===== src/rtl/fas_pkg.sv =====
// Shared frequency-analysis constants, read-side states and index helpers.
// Reused by the FFT stage, so keep it free of block-specific state.
package fas_pkg;

  localparam int N  = 32;
  localparam int DW = 16;
  localparam int AW = 5;

  typedef enum logic {
    R_IDLE,
    R_SEND
  } rd_state_e;

  function automatic logic [AW-1:0] bitrev(
    input logic [AW-1:0] a
  );
    logic [AW-1:0] r;
    for (int i = 0; i < AW; i++) begin
      r[i] = a[AW-1-i];
    end
    return r;
  endfunction

endpackage


===== src/rtl/frame_bank.sv =====
// One frame of sample storage: synchronous write, asynchronous read.
// Contents are deliberately left unreset.
module frame_bank
  import fas_pkg::*;
#(
  parameter int BDW = DW,
  parameter int BN  = N,
  parameter int BAW = AW
) (
  input  logic           clk,
  input  logic           we,
  input  logic [BAW-1:0] waddr,
  input  logic [BDW-1:0] wdata,
  input  logic [BAW-1:0] raddr,
  output logic [BDW-1:0] rdata
);

  logic [BDW-1:0] mem [BN];

  always_ff @(posedge clk) begin
    if (we) begin
      mem[waddr] <= wdata;
    end
  end

  assign rdata = mem[raddr];

endmodule


===== src/rtl/fir_frame_collector.sv =====
// Double-buffered FIR frame capture with bit-reversed replay to the FFT.
// A frame landing on a still-occupied bank is dropped whole and flagged.
module fir_frame_collector
  import fas_pkg::*;
(
  input  logic          clk,
  input  logic          rst,
  input  logic          fir_valid,
  input  logic [DW-1:0] fir_d,
  input  logic          out_ready,
  output logic          out_valid,
  output logic [DW-1:0] out_data,
  output logic [AW-1:0] out_idx,
  output logic          out_last,
  output logic          overrun
);

  localparam logic [AW-1:0] LAST = AW'(N - 1);

  logic [AW-1:0] wr_cnt_q, wr_cnt_d;
  logic [AW-1:0] rd_cnt_q, rd_cnt_d;
  logic          wr_bank_q, wr_bank_d;
  logic          rd_bank_q, rd_bank_d;
  logic          drop_q, drop_d;
  logic          overrun_q, overrun_d;
  logic [1:0]    full_q, full_d;
  rd_state_e     state_q, state_d;

  logic          first_w, last_w, free_w;
  logic          chk_drop, drop_now, we;
  logic [DW-1:0] rdata0, rdata1;
  logic [AW-1:0] raddr;

  always_comb begin
    first_w  = fir_valid && (wr_cnt_q == '0);
    last_w   = fir_valid && (wr_cnt_q == LAST);
    free_w   = (state_q == R_SEND) && out_ready
               && (rd_cnt_q == LAST);
    // A bank released on this edge may take the new frame.
    chk_drop = full_q[wr_bank_q]
               && !(free_w && (rd_bank_q == wr_bank_q));
    drop_now = first_w ? chk_drop : drop_q;
    we       = fir_valid && !drop_now;
    raddr    = bitrev(rd_cnt_q);
  end

  always_comb begin
    wr_cnt_d  = fir_valid ? wr_cnt_q + 1'b1 : wr_cnt_q;
    drop_d    = drop_q;
    if (first_w) drop_d = chk_drop;
    if (last_w)  drop_d = 1'b0;
    overrun_d = first_w && chk_drop;
    wr_bank_d = wr_bank_q ^ (last_w && !drop_now);
    rd_bank_d = rd_bank_q ^ free_w;
    full_d    = full_q;
    if (free_w) full_d[rd_bank_q] = 1'b0;
    if (last_w && !drop_now) full_d[wr_bank_q] = 1'b1;
    rd_cnt_d  = rd_cnt_q;
    if ((state_q == R_SEND) && out_ready) begin
      rd_cnt_d = rd_cnt_q + 1'b1;
    end
  end

  always_comb begin
    state_d = state_q;
    unique case (state_q)
      R_IDLE: if (full_q[rd_bank_q]) state_d = R_SEND;
      R_SEND: if (free_w) state_d = R_IDLE;
      default: state_d = R_IDLE;
    endcase
  end

  always_comb begin
    out_valid = (state_q == R_SEND);
    out_idx   = out_valid ? rd_cnt_q : '0;
    out_last  = out_valid && (rd_cnt_q == LAST);
    out_data  = '0;
    if (out_valid) out_data = rd_bank_q ? rdata1 : rdata0;
    overrun   = overrun_q;
  end

  always_ff @(posedge clk or posedge rst) begin
    if (rst) begin
      wr_cnt_q  <= '0;
      rd_cnt_q  <= '0;
      wr_bank_q <= 1'b0;
      rd_bank_q <= 1'b0;
      drop_q    <= 1'b0;
      overrun_q <= 1'b0;
      full_q    <= 2'b00;
      state_q   <= R_IDLE;
    end else begin
      wr_cnt_q  <= wr_cnt_d;
      rd_cnt_q  <= rd_cnt_d;
      wr_bank_q <= wr_bank_d;
      rd_bank_q <= rd_bank_d;
      drop_q    <= drop_d;
      overrun_q <= overrun_d;
      full_q    <= full_d;
      state_q   <= state_d;
    end
  end

  frame_bank u_bank0 (
    .clk   (clk),
    .we    (we && !wr_bank_q),
    .waddr (wr_cnt_q),
    .wdata (fir_d),
    .raddr (raddr),
    .rdata (rdata0)
  );

  frame_bank u_bank1 (
    .clk   (clk),
    .we    (we && wr_bank_q),
    .waddr (wr_cnt_q),
    .wdata (fir_d),
    .raddr (raddr),
    .rdata (rdata1)
  );

endmodule


===== config.mk =====
export PLATFORM = sky130hd
export DESIGN_NAME = fir_frame_collector
export DESIGN_NICKNAME = d
export VERILOG_FILES = /design/src/rtl/fas_pkg.sv /design/src/rtl/frame_bank.sv /design/src/rtl/fir_frame_collector.sv
export SDC_FILE = /design/constraint.sdc
export NUM_CORES = 1
export LEC_CHECK = 0
export BUFFER_PORTS_ARGS = -buffer_cell sky130_fd_sc_hd__buf_2
export CAP_MARGIN = 15
export CORE_ASPECT_RATIO = 0.7
export CORE_MARGIN = 5
export CORE_UTILIZATION = 40
export CTS_BUF_LIST = sky130_fd_sc_hd__clkbuf_2
export DETAILED_ROUTE_END_ITERATION = 8
export GPL_TIMING_DRIVEN = 0
export MAX_ROUTING_LAYER = met4
export PLACE_DENSITY = 0.52
export SLEW_MARGIN = 20
export SYNTH_ARGS = -nofsm -noshare
export SYNTH_HDL_FRONTEND = slang
export SYNTH_HIERARCHICAL = 1
export SYNTH_SLANG_ARGS = --single-unit

===== constraint.sdc =====
create_clock -name clk -period 7.6 [get_ports clk]
set_input_delay 1.52 -clock clk [delete_from_list [all_inputs] [get_ports clk]]
set_output_delay 1.52 -clock clk [all_outputs]
set_load 0.02 [all_outputs]

# After elaboration in Yosys (flattened, before gate mapping)
# Memory sizes are Yosys's and may differ from the RTL's.
# Index checks and enable logic that the tools add are counted.
op_classes:
  addsub: 2
  n_lt_le_gt_ge: 4
  eq_ne: 3
  muxes: 22
  bitwise_logic: 6
  n_reduce_logical: 18
op_table:
  columns: ["cell", "count"]
  rows:
  - ["$mux 16", 2]
  - ["$logic_and 1x1->1", 14]
  - ["$mux 1", 14]
  - ["$add 5x1->5 const B", 2]
  - ["$eq 5x5->1 const B", 2]
  - ["$logic_not 5->1", 1]
  - ["$mux 5", 1]
  - ["$lt 1x2->1 const B", 2]
  - ["$mux 2", 2]
  - ["$logic_not 1->1", 3]
  - ["$and 2x2->2", 1]
  - ["$demux 1 s1", 2]
  - ["$ge 1x1->1 const B", 2]
  - ["$not 2->2", 1]
  - ["$or 2x2->2", 1]
  - ["$pmux 1 s2", 1]
  - ["$xor 1x1->1", 2]
  - ["$eq 1x1->1", 1]
  - ["$not 1->1", 1]
word_totals:
  reg_bits: 17
  ram_bits: 1024
  memories: 2
memory_table:
  columns: ["name", "depth", "word_bits", "rd", "rd_clocked_by_memory_dff", "wr", "line", "source"]
  rows:
  - ["u_bank0.mem", 32, 16, 1, 0, 1, "frame_bank.sv:18", "logic [BDW-1:0] mem [BN];"]
  - ["u_bank1.mem", 32, 16, 1, 0, 1, "frame_bank.sv:18", null]

# Logic depth before layout (Yosys ltp)
logic_depth:
  depth_word: 11
  ltp_mapped: 10
  mapped_depth_nobuf: 9

# By module
# Netlist, hierarchy kept.
modules_own_cells:
  columns: ["module", "instances", "cells_per_inst", "area_each_um2"]
  rows:
  - ["frame_bank", 2, 1127, 20215.6]
  - ["fir_frame_collector", 1, 112, 1131.1]

# Least setup slack after synthesis
# Ideal clock, no wire load.
synth_timing:
  kind: "input to register"
  from: "input fir_valid"
  to: "memory u_bank1/mem[28][0] in the netlist's numbering, enable pin"
  t_arrival_ns: 3.779
  setup_slack_ns: 3.433
  cell_stages: 8
  path_buffers: 2
  path_cell_list: "buf_6 -> nand2_2 -> o41ai_1 -> o21a_1 -> and3_1 -> or3b_2 -> clkbuf_1 -> nor2_1"
synth_via:
  elab_chain_cells: 7
synth_rtl:
  columns: ["item", "line", "source"]
  rows:
  - ["start, declared", "fir_frame_collector.sv:8", "input logic fir_valid,"]
  - ["$logic_and 1x1->1", "fir_frame_collector.sv:35", "first_w = fir_valid && (wr_cnt_q == '0);"]
  - ["$mux 1", null, null]
  - ["$logic_not 1->1", "fir_frame_collector.sv:43", "we = fir_valid && !drop_now;"]
  - ["$logic_and 1x1->1 (*)", "fir_frame_collector.sv:43", null]
  - ["$logic_and 1x1->1 (*)", "fir_frame_collector.sv:115", ".we (we && wr_bank_q),"]
  - ["$mux 1 (*)", "frame_bank.sv:21", "if (we) begin"]
  - ["$mux 1 (implied by the code) (*)", "frame_bank.sv:22", "mem[waddr] <= wdata;"]
  - ["end, declared", "frame_bank.sv:18", null]
# Mark *: on every way between the ends. The rest lies on a longest branch, timed or not.

# Worst setup path after layout
layout_timing:
  from: "register rd_cnt_q[3]"
  to: "output out_data[13]"
layout_via:
  elab_chain_cells: 3
layout_rtl:
  columns: ["item", "line", "source"]
  rows:
  - ["start, declared", "fir_frame_collector.sv:21", "logic [AW-1:0] rd_cnt_q, rd_cnt_d;"]
  - ["start signal, assigned", "fir_frame_collector.sv:94", "rd_cnt_q <= rd_cnt_d;"]
  - ["$mem_v2 32x16", null, null]
  - ["named net rdata1[13]", "fir_frame_collector.sv:31", "logic [DW-1:0] rdata0, rdata1;"]
  - ["$mux 16 (2 in a row)", "fir_frame_collector.sv:78", "if (out_valid) out_data = rd_bank_q ? rdata1 : rdata0;"]
  - ["end, declared", "fir_frame_collector.sv:12", "output logic [DW-1:0] out_data,"]
# The timed path passes the listed nets, and every way through them passes these cells.

==> flow_summary_export.csv <==
group,metric,value,unit
synth,syn_nets,2391,
cells_and_area,multi_input_area,0.009415,sq mm
detailed_routing,wl,113.4,mm
clocking,cts_tree,"yes",
clocking,htreeDepth,4,
synth,synth-edff-count,1024,
synth,synth_area_leaders,"edfxtp_1 (74%), mux2i_1 (13%), a22oi_1 (2.3%), a22o_1 (1.3%), dfrtp_1 (1.0%)",
clocking,clkTransAtPathRegs,110,ps
critical_path,cp_max_fo,11,
sta,slew_headroom,26.93,%
run,cap_violations,0,
grt,grt_usage,20.96,%
critical_path,critPathSlowestCell,"dfrtp_1",
synth,synth_top_cell_by_area,"edfxtp_1",
sta,hold_viol,0,
detailed_routing,drtIter0Drc,2289,
sta,tns,0,ps
floorplanning,core_area,0.1026,sq mm
clocking,holdBufCountCts,2,
floorplanning,ios,44,
sta,layout_min_cycle_time,6931,ps
cells_and_area,layout-area-overhead-vs-synth,11.80,%
floorplanning,initial_core_util,40.50,%
floorplanning,rows,98,
min_path,hp-class,"in -> reg",
clocking,worstSkewPairLatency,1600,ps
clocking,cts_resized,0,
synth,synth_top_area_share,73.98,%
grt,grt_max_degree,65,
detailed_routing,wire_per_inst,26.70,microns
detailed_routing,ant_nets,0,
critical_path,path_buf_inv,2,
placement,dpl_worst_slack,2506,ps
clocking,cts_setup_buffers,0,
sta,slew_violations,0,
synth,netlist_instances,2366,
synth,synth-warning-count,6,
detailed_routing,drc,0,
floorplanning,die_height,279.7,microns
cells_and_area,layout-drive-gt1-share,22.45,%
sta,grt_setup_unrepaired,"false",
floorplanning,fp.dieW,395.3,microns
floorplanning,die_area,0.1106,sq mm
detailed_routing,num_vias,23252,
grt,grt_pass1_wl,160.5,mm
critical_path,end_kind,"output pin",
cells_and_area,nets,2708,
detailed_routing,dr.pass1.iters,5,
clocking,cts_root_buffer,"clkbuf_2",
synth,ys_seq_elements,1041,
critical_path,path_class,"reg -> out",
sta,worst_clock_skew,120.6,ps
synth,yosys.cell_types.count,41,
critical_path,required,6080,ps
sta,timing.final.ws_setup,668.8,ps
grt,antenna_found_initial,8,
placement,dp_hpwl,77.59,mm
cells_and_area,seq_area,0.03117,sq mm
cells_and_area,fill_cells,9088,
power,cellPowerDensity,345.1,mW/mm^2
synth,synth_top_flop_cell,"edfxtp_1",
grt,grt.overflow.total,0,
power,vdd_drop_max,187.0,uV
status,status,"finished, final reports clean",
sta,tightest_slew,1096,ps
synth,ys_seq_area_share,75.01,%
grt,grt_pass1_vias,23201,
critical_path,cp_slowest_stage_delay,940,ps
synth,netlist_area,0.04156,sq mm
detailed_routing,avgViaCountPerCell,5.474,
critical_path,crit_arrival,5410,ps
critical_path,cpMostUsedCell,"buf_2",
sta,period_share,91.20,%
sta,setup_viol,0,
critical_path,startpoint_type,"register",
synth,synth.avg_cell_area,17.57,sq um
power,cellLeakagePower,14.63,nW
synth,async_reset_ff_share,1.633,%
clocking,cts.sinks,1041,
placement,gp_congestion,0.9462,
clocking,clk_path_buf_depth,3,
clocking,numCtsBuffers,238,
sta,fmax,0.1443,GHz
critical_path,cp_top_family,"simple AND/OR/NAND/NOR gates",
placement,portBuffers,42,
critical_path,path_cells,"nor2_4 > buf_2 > a22o_1 > nor3_1 > a31oi_1 > nand3_1 > mux2i_1 > nor2b_1 > buf_2",
[per-layer routing]
metal | vias up | global-route usage, % | wire length (microns)
li1 | 10248 | - | -
met1 | 11912 | 31.23 | 54000
met2 | 952 | 27.99 | 46710
met3 | 140 | 5.899 | 10870
met4 | 0 | 5.726 | 1840
met5 | - | - | 0
[final cells by class]
type,count,area share [%]
flip-flops and latches,1041,67.09
multi-input cells,1180,20.26
clock buffers,354,3.813
well taps,1350,3.635
plain buffers,140,2.397
repair buffers,77,1.702
clock inverters,89,0.9936
diodes,12,0.06463
inverters,5,0.04039
[cell usage in the layout (no fill, tap or decap), drive strengths merged, types with 3 or more instances in the layout]
master / synthesis / routed
a22oi: 128 / 128
nand3b: 10 / 10
o21ai: 5 / 5
bufinv: 0 / 3
nor2: 71 / 71
inv: 5 / 11
nor2b: 20 / 20
nand2: 70 / 70
diode: 0 / 12
edfxtp: 1024 / 1024
a31oi: 32 / 32
mux2: 4 / 4
dfrtp: 17 / 17
xor2: 3 / 3
nor3: 32 / 32
a21oi: 64 / 64
nand2b: 4 / 4
and2: 9 / 9
buf: 113 / 188
and3: 4 / 4
ha: 5 / 5
clkinv: 0 / 76
xnor2: 6 / 6
or3b: 6 / 6
or2: 3 / 3
nand4: 33 / 33
a22o: 64 / 64
clkbuf: 27 / 381
clkinvlp: 0 / 4
nand3: 71 / 71
mux2i: 528 / 528
[power breakdown]
group          leakage (nW)  internal (mW)  switching (mW)  total, mW
sequential             9.42           6.54           0.203       6.74
clock                  1.69           1.37            2.21       3.57
combinational          3.51           1.90            3.82       5.72
total                  14.6           9.81            6.23       16.0
[final timing paths]
| check | startpoint | end | slack, ps | cells past startpoint |
|---|---|---|---|---|
| min in group asynchronous | rst | full_q[0] | 650 | 3 |
| max in group asynchronous | rst | rd_cnt_q[4] | 6320 | 3 |
| min reg2reg | wr_bank_q | full_q[0] | 570 | 1 |
| min | out_ready | rd_cnt_q[2] | 300 | 3 |
| max reg2reg | rd_cnt_q[2] | u_bank1/mem[24][4] | 2660 | 9 |
| max | rd_cnt_q[3] | out_data[13] | 670 | 9 |
[stage by stage]
stage	utilization [%]	cells	power (mW)	hold WS [ps]	cell area, sq um
after CTS	45.25	4236	16.08	29.23	46440
final	45.27	4248	16.04	295.4	46470
after global routing	45.26	4243	16.72	99.59	46450
after detailed placement	43.05	3791	12.47	550.7	44180
after floorplan	-	2366	10.15	485.0	41560
after global placement	42.35	3758	12.33	509.0	43460
[state kept, by name (all words and copies together), names as in the netlist]
name,count
u_bank0/mem,512
u_bank1/mem,512
rd_cnt_q,5
wr_cnt_q,5
full_q,2
drop_q,1
out_valid,1
overrun,1
rd_bank_q,1
wr_bank_q,1
[tightest hold or removal path, cell delays in order]
cell and delay (ps):
buf_2 120, nand3_1 90, xnor2_1 60
[Yosys cell counts, types with 2 or more instances]
master,n
a21oi_1,64
a22o_1,64
a22oi_1,128
a31oi_1,32
and2_1,8
and3_1,4
buf_12,10
buf_2,40
buf_4,38
buf_6,13
buf_8,12
clkbuf_1,27
dfrtp_1,17
edfxtp_1,1024
ha_1,5
inv_1,5
mux2_2,4
mux2i_1,528
nand2_1,69
nand2b_1,4
nand3_1,71
nand3b_1,10
nand4_1,33
nor2_1,69
nor2_4,2
nor2b_1,20
nor3_1,32
o21a_1,2
o21ai_0,5
or2_1,2
or3_1,2
or3b_2,6
xnor2_1,6
xor2_1,3
[cell families (layout without fill, tap and decap cells)]
group                      count (synthesis)  after routing  synth area share [%]
adders and majority gates                  5              5                0.1505
and+or+nand+nor                          336            336                 4.022
xor gates and xnor gates                   9              9                0.1897
other                                      0             12                     0
muxes                                    532            532                 12.82
DFF                                     1041           1041                 75.01
AOI/OAI and AO/OA                        298            298                 5.082
buffers and inverters                    145            665                 2.724
Power figures use the tool's default switching activity.
